File: config.mk
export PLATFORM = sky130hd
export DESIGN_NAME = odd_parity_frame_receiver
export DESIGN_NICKNAME = d
export VERILOG_FILES = /design/src/rtl/parity_pkg.sv /design/src/rtl/bit_tick_counter.sv /design/src/rtl/odd_parity_frame_receiver.sv
export SDC_FILE = /design/constraint.sdc
export NUM_CORES = 1
export LEC_CHECK = 0
export BUFFER_PORTS_ARGS = -buffer_cell sky130_fd_sc_hd__buf_2
export CAP_MARGIN = 20
export CORE_MARGIN = 1.5
export CORE_UTILIZATION = 55
export DETAILED_ROUTE_END_ITERATION = 8
export PLACE_DENSITY = 0.86
export REMOVE_ABC_BUFFERS = 1
export SLEW_MARGIN = 20
export SYNTH_ARGS = -nofsm -noshare
export SYNTH_HDL_FRONTEND = slang
export SYNTH_SLANG_ARGS = --single-unit
export TNS_END_PERCENT = 5
File: constraint.sdc
create_clock -name clk -period 1.7 [get_ports clk]
set_input_delay 0.085 -clock clk [delete_from_list [all_inputs] [get_ports clk]]
set_output_delay 0.085 -clock clk [all_outputs]
set_load 0.02 [all_outputs]
File: src/rtl/parity_pkg.sv
// Shared types and defaults for the odd-parity serial front end.
// Imported by the frame receiver and its bit tick counter.
package parity_pkg;

    localparam int CLKS_PER_BIT_DEF = 16;
    localparam int DATA_W_DEF       = 4;

    typedef enum logic [2:0] {
        IDLE   = 3'd0,
        START  = 3'd1,
        DATA   = 3'd2,
        PARITY = 3'd3,
        STOP   = 3'd4
    } state_t;

endpackage

File: src/rtl/bit_tick_counter.sv
// Bit-period timer: pulses tick after a full or half bit period.
// Wraps to zero on every tick; clr holds it at zero.
import parity_pkg::*;

module bit_tick_counter #(
    parameter int CLKS_PER_BIT = CLKS_PER_BIT_DEF
) (
    input  logic clk,
    input  logic rst,
    input  logic clr,
    input  logic half,
    output logic tick
);

    localparam int CW = (CLKS_PER_BIT > 1) ? $clog2(CLKS_PER_BIT) : 1;
    localparam logic [CW-1:0] FULL_LAST = CW'(CLKS_PER_BIT - 1);
    localparam logic [CW-1:0] HALF_LAST = CW'(CLKS_PER_BIT / 2 - 1);

    logic [CW-1:0] cnt;

    assign tick = (cnt == (half ? HALF_LAST : FULL_LAST));

    // count cycles within the current bit period
    always_ff @(posedge clk) begin
        if (rst || clr) begin
            cnt <= '0;
        end else if (tick) begin
            cnt <= '0;
        end else begin
            cnt <= cnt + CW'(1);
        end
    end

endmodule

File: src/rtl/odd_parity_frame_receiver.sv
// Serial frame receiver: start, LSB-first data, odd parity, stop.
// Presents data/p with a valid strobe and a local parity-error flag.
import parity_pkg::*;

module odd_parity_frame_receiver #(
    parameter int DATA_W       = DATA_W_DEF,
    parameter int CLKS_PER_BIT = CLKS_PER_BIT_DEF
) (
    input  logic              clk,
    input  logic              rst,
    input  logic              rx,
    output logic [DATA_W-1:0] data,
    output logic              p,
    output logic              valid,
    output logic              pec,
    output logic              frame_err,
    output logic              busy
);

    localparam int IW = $clog2(DATA_W + 1);
    localparam logic [IW-1:0] LAST_IDX = IW'(DATA_W - 1);

    logic              rx_m;
    logic              rx_s;
    state_t            state;
    state_t            state_nxt;
    logic              cnt_clr;
    logic              half;
    logic              tick;
    logic              samp_data;
    logic              samp_par;
    logic              samp_stop;
    logic [IW-1:0]     idx;
    logic [DATA_W-1:0] shift;
    logic              p_r;

    bit_tick_counter #(
        .CLKS_PER_BIT(CLKS_PER_BIT)
    ) u_tick (
        .clk  (clk),
        .rst  (rst),
        .clr  (cnt_clr),
        .half (half),
        .tick (tick)
    );

    assign half = (state == START);
    assign busy = (state != IDLE);

    // two-flop synchroniser, idle-high so reset does not fake a start
    always_ff @(posedge clk) begin
        if (rst) begin
            rx_m <= 1'b1;
            rx_s <= 1'b1;
        end else begin
            rx_m <= rx;
            rx_s <= rx_m;
        end
    end

    // state register
    always_ff @(posedge clk) begin
        if (rst) begin
            state <= IDLE;
        end else begin
            state <= state_nxt;
        end
    end

    // next state and per-cycle sample strobes
    always_comb begin
        state_nxt = state;
        cnt_clr   = 1'b0;
        samp_data = 1'b0;
        samp_par  = 1'b0;
        samp_stop = 1'b0;
        unique case (state)
            IDLE: begin
                cnt_clr = 1'b1;
                if (!rx_s) state_nxt = START;
            end
            START: begin
                if (tick) state_nxt = rx_s ? IDLE : DATA;
            end
            DATA: begin
                if (tick) begin
                    samp_data = 1'b1;
                    if (idx == LAST_IDX) state_nxt = PARITY;
                end
            end
            PARITY: begin
                if (tick) begin
                    samp_par  = 1'b1;
                    state_nxt = STOP;
                end
            end
            STOP: begin
                if (tick) begin
                    samp_stop = 1'b1;
                    state_nxt = IDLE;
                end
            end
            default: state_nxt = IDLE;
        endcase
    end

    // deserialise: LSB arrives first and ends up in shift[0]
    always_ff @(posedge clk) begin
        if (rst) begin
            idx   <= '0;
            shift <= '0;
            p_r   <= 1'b0;
        end else begin
            if (state != DATA) idx <= '0;
            if (samp_data) begin
                shift <= {rx_s, shift[DATA_W-1:1]};
                idx   <= idx + IW'(1);
            end
            if (samp_par) p_r <= rx_s;
        end
    end

    // publish the frame on the stop-bit sample; hold otherwise
    always_ff @(posedge clk) begin
        if (rst) begin
            data      <= '0;
            p         <= 1'b0;
            pec       <= 1'b0;
            frame_err <= 1'b0;
            valid     <= 1'b0;
        end else begin
            valid <= samp_stop;
            if (samp_stop) begin
                data      <= shift;
                p         <= p_r;
                pec       <= ~^{shift, p_r};
                frame_err <= ~rx_s;
            end
        end
    end

endmodule
After elaboration in Yosys (flattened, before gate mapping). Index checks and enable logic that the tools add are counted.

Bits in registers: 25. Input port bits: 3. Output and inout bits: 9. Logic and storage cells: 51.

Add/sub/neg operators: 2. Equality and inequality tests: 13. Muxes and demuxes: 16. Bitwise logic cells: 1. Reductions and logical operators: 7.

Operators with widths (number): two-way mux 3 bit (8); case mux 3 bit (5 select lines) (1); inequality test 2 bit, second input constant (6); equality test 3 x 2 -> 1 bit, second input constant (3); AND reduction 6 bit (1); two-way mux 1 bit (5); XNOR reduction 5 bit (1); adder 4 x 1 -> 4 bit, second input constant (1); equality test 4 bit (1); two-way mux 4 bit (1); adder 3 x 1 -> 3 bit, second input constant (1); equality test 3 x 1 -> 1 bit, second input constant (1); equality test 3 bit, second input constant (1); logical NOT 3 bit (1); inequality test 3 x 2 -> 1 bit, second input constant (1); nonzero test 3 bit (1); two-way mux 2 bit (1); nonzero test 2 bit (1); OR reduction 2 bit (1); logical OR 1 bit (1); inverter 1 bit (1).

Depth between registers and ports, before layout. Gate-level depths: netlist (run 1).

Depth in word-level cells: 6. Depth in mapped cells: 6. Depth with buffers taken out: 5.

Hierarchy. A second synthesis (run 1) with hierarchy kept.

Cell total of the unflattened synthesis: 98. Area total of the unflattened synthesis: 1046.0 sq um.

By module, submodules not included: odd_parity_frame_receiver (times used 1, cells each 82, area each 880.8 sq um, seq. area each 420.4 sq um); bit_tick_counter (times used 1, cells each 16, area each 165.2 sq um, seq. area each 80.1 sq um).

Worst setup path after synthesis (run 1). OpenSTA, ideal clock, no wires.

Path type: register to register. Start point: register u_tick.cnt[0]. End point: register shift[0]. Library setup time: 0.128 ns. Data arrival time: 1.339 ns. Required time: 1.572 ns. Setup slack: 0.234 ns. Cell stages (with the launch flop): 7. Path buffers: 1. Path through: dfxtp_1 ha_1 nand3_1 or3_1 clkbuf_1 mux2i_1 nor2_1.

Word-level cells in the longest chain between the ends: 3.

RTL lines: start: declaration (RTL line bit_tick_counter.sv:19) `logic [CW-1:0] cnt;`; start signal: assignment (RTL line bit_tick_counter.sv:30) `cnt <= cnt + CW'(1);`; equality test 4 bit (RTL line bit_tick_counter.sv:21) `assign tick = (cnt == (half ? HALF_LAST : FULL_LAST));`; two-way mux 1 bit (RTL line odd_parity_frame_receiver.sv:86) `if (tick) begin`; two-way mux 1 bit (RTL line odd_parity_frame_receiver.sv:77) `unique case (state)`; end signal: assignment (RTL line odd_parity_frame_receiver.sv:116) `shift <= {rx_s, shift[DATA_W-1:1]};`; end: declaration (RTL line odd_parity_frame_receiver.sv:34) `logic [DATA_W-1:0] shift;`.

Every way passes these cells. A chain may end at the register's enable or synchronous reset.

Worst setup path after layout (run 1). Same ends and word-level chain as after synthesis.

==> impl_metrics.py, run 1 <==
metrics = {
    "setup_path": {
        "worstPathMaxFanout": 4,
        "worstPathArrival_ns": 1.81,
        "crit_slowest_cell": "or3_1",
        "path_cells": "ha_1 -> nand3_1 -> or3_1 -> mux2i_1 -> nor2_1",
        "r2r_cells": 5,
        "start_kind": "flip-flop",
        "crit_type": "flip-flop to flip-flop",
        "critPathMaxStageDelay_ns": 0.50,
        "endpoint_kind": "flip-flop",
        "crit_required_ns": 1.90,
    },
    "sta": {
        "period_share_pct": 95.0,
        "finalCriticalPeriod_ns": 1.61,
        "rsz0062_at_grt": "no",
        "setup_viol": 0,
        "skew_ns": 0.00177,
        "maxSlewHeadroom_pct": 71.3,
        "worst_pin_slew_ns": 0.426,
        "fin_tns_setup_ns": 0,
        "slew_viol_final": 0,
        "max_freq_mhz": 619,
        "timing_hold_violations_final": 0,
    },
    "clock_tree": {
        "cts_buffers": 3,
        "clk_path_buf_depth": 2,
        "cts.sinks": 25,
        "cts_tree": "done",
        "post-cts-setup-buffers": 0,
        "htreeDepth": 1,
        "clock_latency_ns": 0.31,
        "clk_pin_slew_worst_paths_ns": 0.12,
        "root_buffer": "clkbuf_4",
    },
    "logic_synthesis": {
        "syn-cell-area_um2": 1090,
        "yosys_warnings": 0,
        "synth.area.mux_share_pct": 9.14,
        "syn_area_per_cell_um2": 9.60,
        "synth-seq-cells": 25,
        "synth_top_area_share_pct": 45.7,
        "yosys.area_share.simple_pct": 20.0,
        "synth-xor-area-share_pct": 5.60,
        "synth_area_leaders": "dfxtp_1 (46%), mux2i_1 (9.1%), nor2_1 (5.8%), xnor2_1 (4.8%), ha_1 (3.4%)",
        "synth_top_family_by_area": "simple AND/OR/NAND/NOR gates",
        "syn_inst": 114,
        "synth-seq-area-share_pct": 45.7,
        "synth_compound_area_share_pct": 10.6,
        "yosysTopAreaCell": "dfxtp_1",
        "ys_types": 30,
        "synth_fa_ha_area_share_pct": 3.43,
    },
    "cells_and_area": {
        "nFillCells": 144,
        "diodes": 0,
        "layout_common_cells": "dfxtp_1 (25), nor2_1 (17), buf_2 (11)",
        "seq_area_um2": 500,
        "final_common_cell": "dfxtp_1",
        "nNetsFinal": 131,
        "drive_gt1_share_pct": 16.1,
        "synthToLayoutAreaGrowth_pct": 8.23,
        "multi_input_area_um2": 539,
    },
    "drt": {
        "drt-initial-drc-count": 9,
        "via_count": 783,
        "drc": 0,
        "vias_per_cell": 5.26,
        "first_pass_iters": 4,
        "wl_per_cell_um": 12.3,
        "drt_wl_total_mm": 1.83,
        "ant_nets": 0,
    },
    "pwr": {
        "p_clk_share_pct": 28.5,
        "power.switching_mw": 0.189,
        "power_mw": 0.888,
        "pwr-share-seq_pct": 67.2,
        "swShare_pct": 21.3,
        "p_leak_nw": 0.488,
        "power_density_nw_per_um2": 749,
        "power.internal_mw": 0.699,
        "irDropWorstVdd_mv": 0.643,
        "combPwrFrac_pct": 4.3,
    },
    "die": {
        "die_area_um2": 2270,
        "fp.coreArea_um2": 1800,
        "fp.dieW_um": 47.6,
        "start_util_pct": 60.8,
        "io_pins": 12,
        "die_y_um": 47.6,
        "num_rows": 15,
    },
    "place": {
        "io_buffers": 11,
        "dp_hpwl_mm": 1.27,
        "place.gp.congestion": 0.729,
    },
    "global_route": {
        "grt_pass1_wl_mm": 3.15,
        "first_global_vias": 735,
        "antenna_found_initial": 0,
        "grt_usage_pct": 20.2,
        "grt_max_degree": 23,
        "grt_overflow": 0,
    },
    "hold_path": {
        "whs_path_depth": 2,
        "worstHoldPathType": "input port to flip-flop",
    },
    "run_status": {
        "status": "finished, final reports clean",
    },
    "run": {
        "maxCapViolations": 0,
    },
}
==> layout make-up <==
type / count / share of cell area, %
multi-input combinational: 78 / 45.5
clock buffer: 4 / 2.22
sequential: 25 / 42.2
inverter: 4 / 1.27
timing repair buffer: 13 / 6.12
tap: 25 / 2.64
==> synthesized netlist by cell type (all sizes together) <==
cell type / number
nor3: 2
nand3: 2
nor3b: 2
nor2b: 2
mux2i: 10
or3: 4
ha: 3
nor2: 17
nand4b: 1
and2: 1
a211oi: 4
a21oi: 5
or2: 2
a21bo: 1
a41o: 1
xnor2: 6
nand4bb: 1
nand2: 3
xor2: 1
dfxtp: 25
nand2b: 1
clkbuf: 3
and3: 1
o21ai: 6
buf: 4
inv: 4
a2111o: 1
or3b: 1
==> routing by layer <==
metal | global-route usage, % | wire length, um | vias up
li1 | - | - | 409
met1 | 25.6 | 880 | 359
met2 | 32.7 | 879 | 11
met3 | 3.40 | 35 | 4
met4 | 11.4 | 32 | 0
met5 | 0 | 0 | -
==> worst max-delay path: cells and delay by family (launching register included) <==
kind | cells | cell delay, ns
and+or+nand+nor | 3 | 0.71
muxes | 1 | 0.19
adders and majority gates | 1 | 0.23
DFF | 1 | 0.37
==> worst paths after layout <==
| kind | startpoint | endpoint | slack [ns] |
|---|---|---|---|
| setup / recovery | u_tick.cnt[0] | shift[0] | 0.09 |
| hold / removal | rst | data[2] | 0.16 |
| setup reg to reg | u_tick.cnt[0] | shift[0] | 0.09 |
| hold reg to reg | rx_m | rx_s | 0.43 |
==> flip-flops by register name, indices dropped and copies added, names as in the netlist <==
signal / cells
data: 4
shift: 4
u_tick.cnt: 4
idx: 3
state: 3
frame_err: 1
p: 1
p_r: 1
pec: 1
rx_m: 1
rx_s: 1
valid: 1
==> cells by family after synthesis <==
logic type / count (synthesis)
buffers and inverters: 11
multiplexers: 10
AO/OA/AOI/OAI: 18
adder cells (fa/ha/maj): 3
XOR/XNOR: 7
AND/OR/NAND/NOR: 40
flip-flops: 25
==> metrics by stage <==
stage / setup WS, ns / instances / util, % / hold WS, ns / area (um2)
2_1_floorplan: 0.222 / 107 / - / 0.154 / 1050
6_report: 0.0852 / 149 / 65.8 / 0.156 / 1180
5_1_grt: 0.00643 / 149 / 65.8 / 0.159 / 1180
3_3_place_gp: 0.173 / 144 / 63.5 / 0.270 / 1140
3_5_place_dp: 0.131 / 144 / 63.5 / 0.277 / 1140
4_1_cts: 0.0964 / 149 / 65.5 / 0.139 / 1180
==> power by group through the flow <==
stage / clock (mW) / sequential, mW / combinational, mW
final: 0.253 / 0.597 / 0.0384
after global routing: 0.278 / 0.598 / 0.0426
after CTS: 0.269 / 0.596 / 0.0383
after detailed placement: 0 / 0.610 / 0.0364
after global placement: 0 / 0.609 / 0.0349
after floorplan: 0 / 0.608 / 0.0226
==> repair_timing <==
item / 4_1_cts / 5_1_grt
hold buffers: 1 / 0
setup endpoints to repair: 0 / 9
endpoints found under the hold margin: 1 / 0
resized for setup: 0 / 1
Note: power is estimated with default switching activity, not from simulation.
==> run 2, diff against run 1 <==
==> constraint.sdc (replaced) <==
create_clock -name clk -period 1.7 [get_ports clk]
set_input_delay 0.17 -clock clk [delete_from_list [all_inputs] [get_ports clk]]
set_output_delay 0.17 -clock clk [all_outputs]
set_load 0.02 [all_outputs]
==> run 2 against run 1 <==
Effect of this change: critical path depth unchanged; setup slack barely moved; clock power is essentially flat; largest power group unchanged; via count fell by 0.51%; count of clock-buffer cells in the layout unchanged.
==> impl_metrics.py, run 2 (synthesis results as in run 1) <==
metrics = {
    "run_status": {
        "status": "finished, final reports clean",
    },
    "setup_path": {
        "endpoint_kind": "flip-flop",
        "worstPathMaxFanout": 4,
        "start_kind": "flip-flop",
        "rr_startpoint": "u_tick.cnt[0]",
        "r2r_cells": 5,
        "worstPathArrival_ns": 1.81,
        "crit_start": "u_tick.cnt[0]",
        "crit_end": "shift[0]",
        "r2r_end": "shift[0]",
        "reg2reg_slack_ns": 0.09,
        "crit_required_ns": 1.90,
        "crit_type": "flip-flop to flip-flop",
    },
    "clock_tree": {
        "root_buffer": "clkbuf_4",
        "post-cts-setup-buffers": 0,
        "cts.sinks": 25,
        "htreeDepth": 1,
        "clk_path_buf_depth": 2,
        "clk_pin_slew_worst_paths_ns": 0.12,
        "cts_tree": "done",
        "clock_latency_ns": 0.31,
        "cts_buffers": 3,
    },
    "place": {
        "dpl_cell_area_um2": 1140,
        "place.gp.congestion": 0.729,
        "io_buffers": 11,
        "dp_slack_ns": 0.131,
        "dp_hpwl_mm": 1.27,
    },
    "sta": {
        "rsz0062_at_grt": "no",
        "fin_ws_ns": 0.0854,
        "finalCriticalPeriod_ns": 1.61,
        "holdWs_ns": 0.0323,
        "worst_pin_slew_ns": 0.426,
        "max_freq_mhz": 619,
        "period_share_pct": 95.0,
        "setup_viol": 0,
        "timing_hold_violations_final": 0,
        "fin_tns_setup_ns": 0,
        "maxSlewHeadroom_pct": 71.3,
        "skew_ns": 0.00228,
        "slew_viol_final": 0,
    },
    "die": {
        "start_util_pct": 60.8,
        "die_y_um": 47.6,
        "io_pins": 12,
        "fp.dieW_um": 47.6,
        "fp.coreArea_um2": 1800,
        "die_area_um2": 2270,
        "num_rows": 15,
    },
    "cells_and_area": {
        "final_area_um2": 1170,
        "nNetsFinal": 130,
        "largest_registers": "data (4), shift (4), u_tick.cnt (4)",
        "diodes": 0,
        "final_common_cell": "dfxtp_1",
        "drive_gt1_share_pct": 16.3,
        "layout_common_cells": "dfxtp_1 (25), nor2_1 (17), buf_2 (11)",
        "synthToLayoutAreaGrowth_pct": 7.31,
    },
    "drt": {
        "wl_per_cell_um": 12.3,
        "ant_nets": 0,
        "via_count": 779,
        "vias_per_cell": 5.26,
        "first_pass_iters": 4,
        "drc": 0,
        "drt_wl_total_mm": 1.82,
        "drt-initial-drc-count": 9,
    },
    "run": {
        "maxCapViolations": 0,
    },
    "pwr": {
        "irDropWorstVdd_mv": 0.642,
        "swShare_pct": 21.3,
        "power.switching_mw": 0.188,
        "p_leak_nw": 0.484,
        "combPwrFrac_pct": 4.1,
        "p_clk_share_pct": 28.5,
        "power_mw": 0.885,
        "power_density_nw_per_um2": 754,
        "power.internal_mw": 0.697,
        "pwr-share-seq_pct": 67.4,
    },
    "global_route": {
        "grt_pass1_wl_mm": 3.15,
        "antenna_found_initial": 0,
        "grt_max_degree": 23,
        "first_global_vias": 735,
        "grt_overflow": 0,
        "grt_usage_pct": 20.2,
    },
    "hold_path": {
        "worstHoldPathType": "input port to flip-flop",
    },
}
[run 2: layer usage]
layer / vias to the layer above / global-route usage (%) / share of wire (%)
met4: 0 / 11.4 / 1.8
met2: 11 / 32.7 / 48
li1: 407 / - / -
met5: - / 0 / 0
met1: 357 / 25.6 / 48
met3: 4 / 3.40 / 2.0
[run 2: how the worst min path moves through the flow]
stage	start	end	slack [ns]	depth (start not counted)
2_1_floorplan	rst	state[0]	0.24	1
3_3_place_gp	rx	rx_m	0.36	2
3_5_place_dp	rx	rx_m	0.36	2
4_1_cts	rx	rx_m	0.02	2
5_1_grt	rx	rx_m	0.02	2
6_report	rx	rx_m	0.03	2
[run 2: power groups by stage]
stage / registers [mW] / clock network [mW] / logic (mW)
floorplan: 0.608 / 0 / 0.0226
global placement: 0.609 / 0 / 0.0349
detailed placement: 0.610 / 0 / 0.0364
CTS: 0.596 / 0.269 / 0.0366
global route: 0.598 / 0.278 / 0.0408
finish: 0.597 / 0.252 / 0.0366
[run 2: area by class of cell]
class	instances	area (um2)
fill	145	627
multi-input combinational	78	539
sequential	25	500
timing repair buffer	12	62.6
tap	25	31.3
clock buffer	4	26.3
inverter	4	15.0
[run 2: timing repair]
action	4_1_cts	5_1_grt
hold endpoints to repair	0	0
hold buffers	0	0
resized for setup	0	1
endpoints found under the setup margin	0	9
[run 2: stage by stage]
stage,utilization [%],instances
after floorplan,-,107
after global placement,63.5,144
after detailed placement,63.5,144
after CTS,64.9,148
after global routing,65.2,148
final,65.2,148
[run 2: critical path, stage by stage (launching register included)]
cell,delay [ns]
dfxtp_1,0.37
ha_1,0.23
nand3_1,0.15
or3_1,0.50
mux2i_1,0.19
nor2_1,0.06
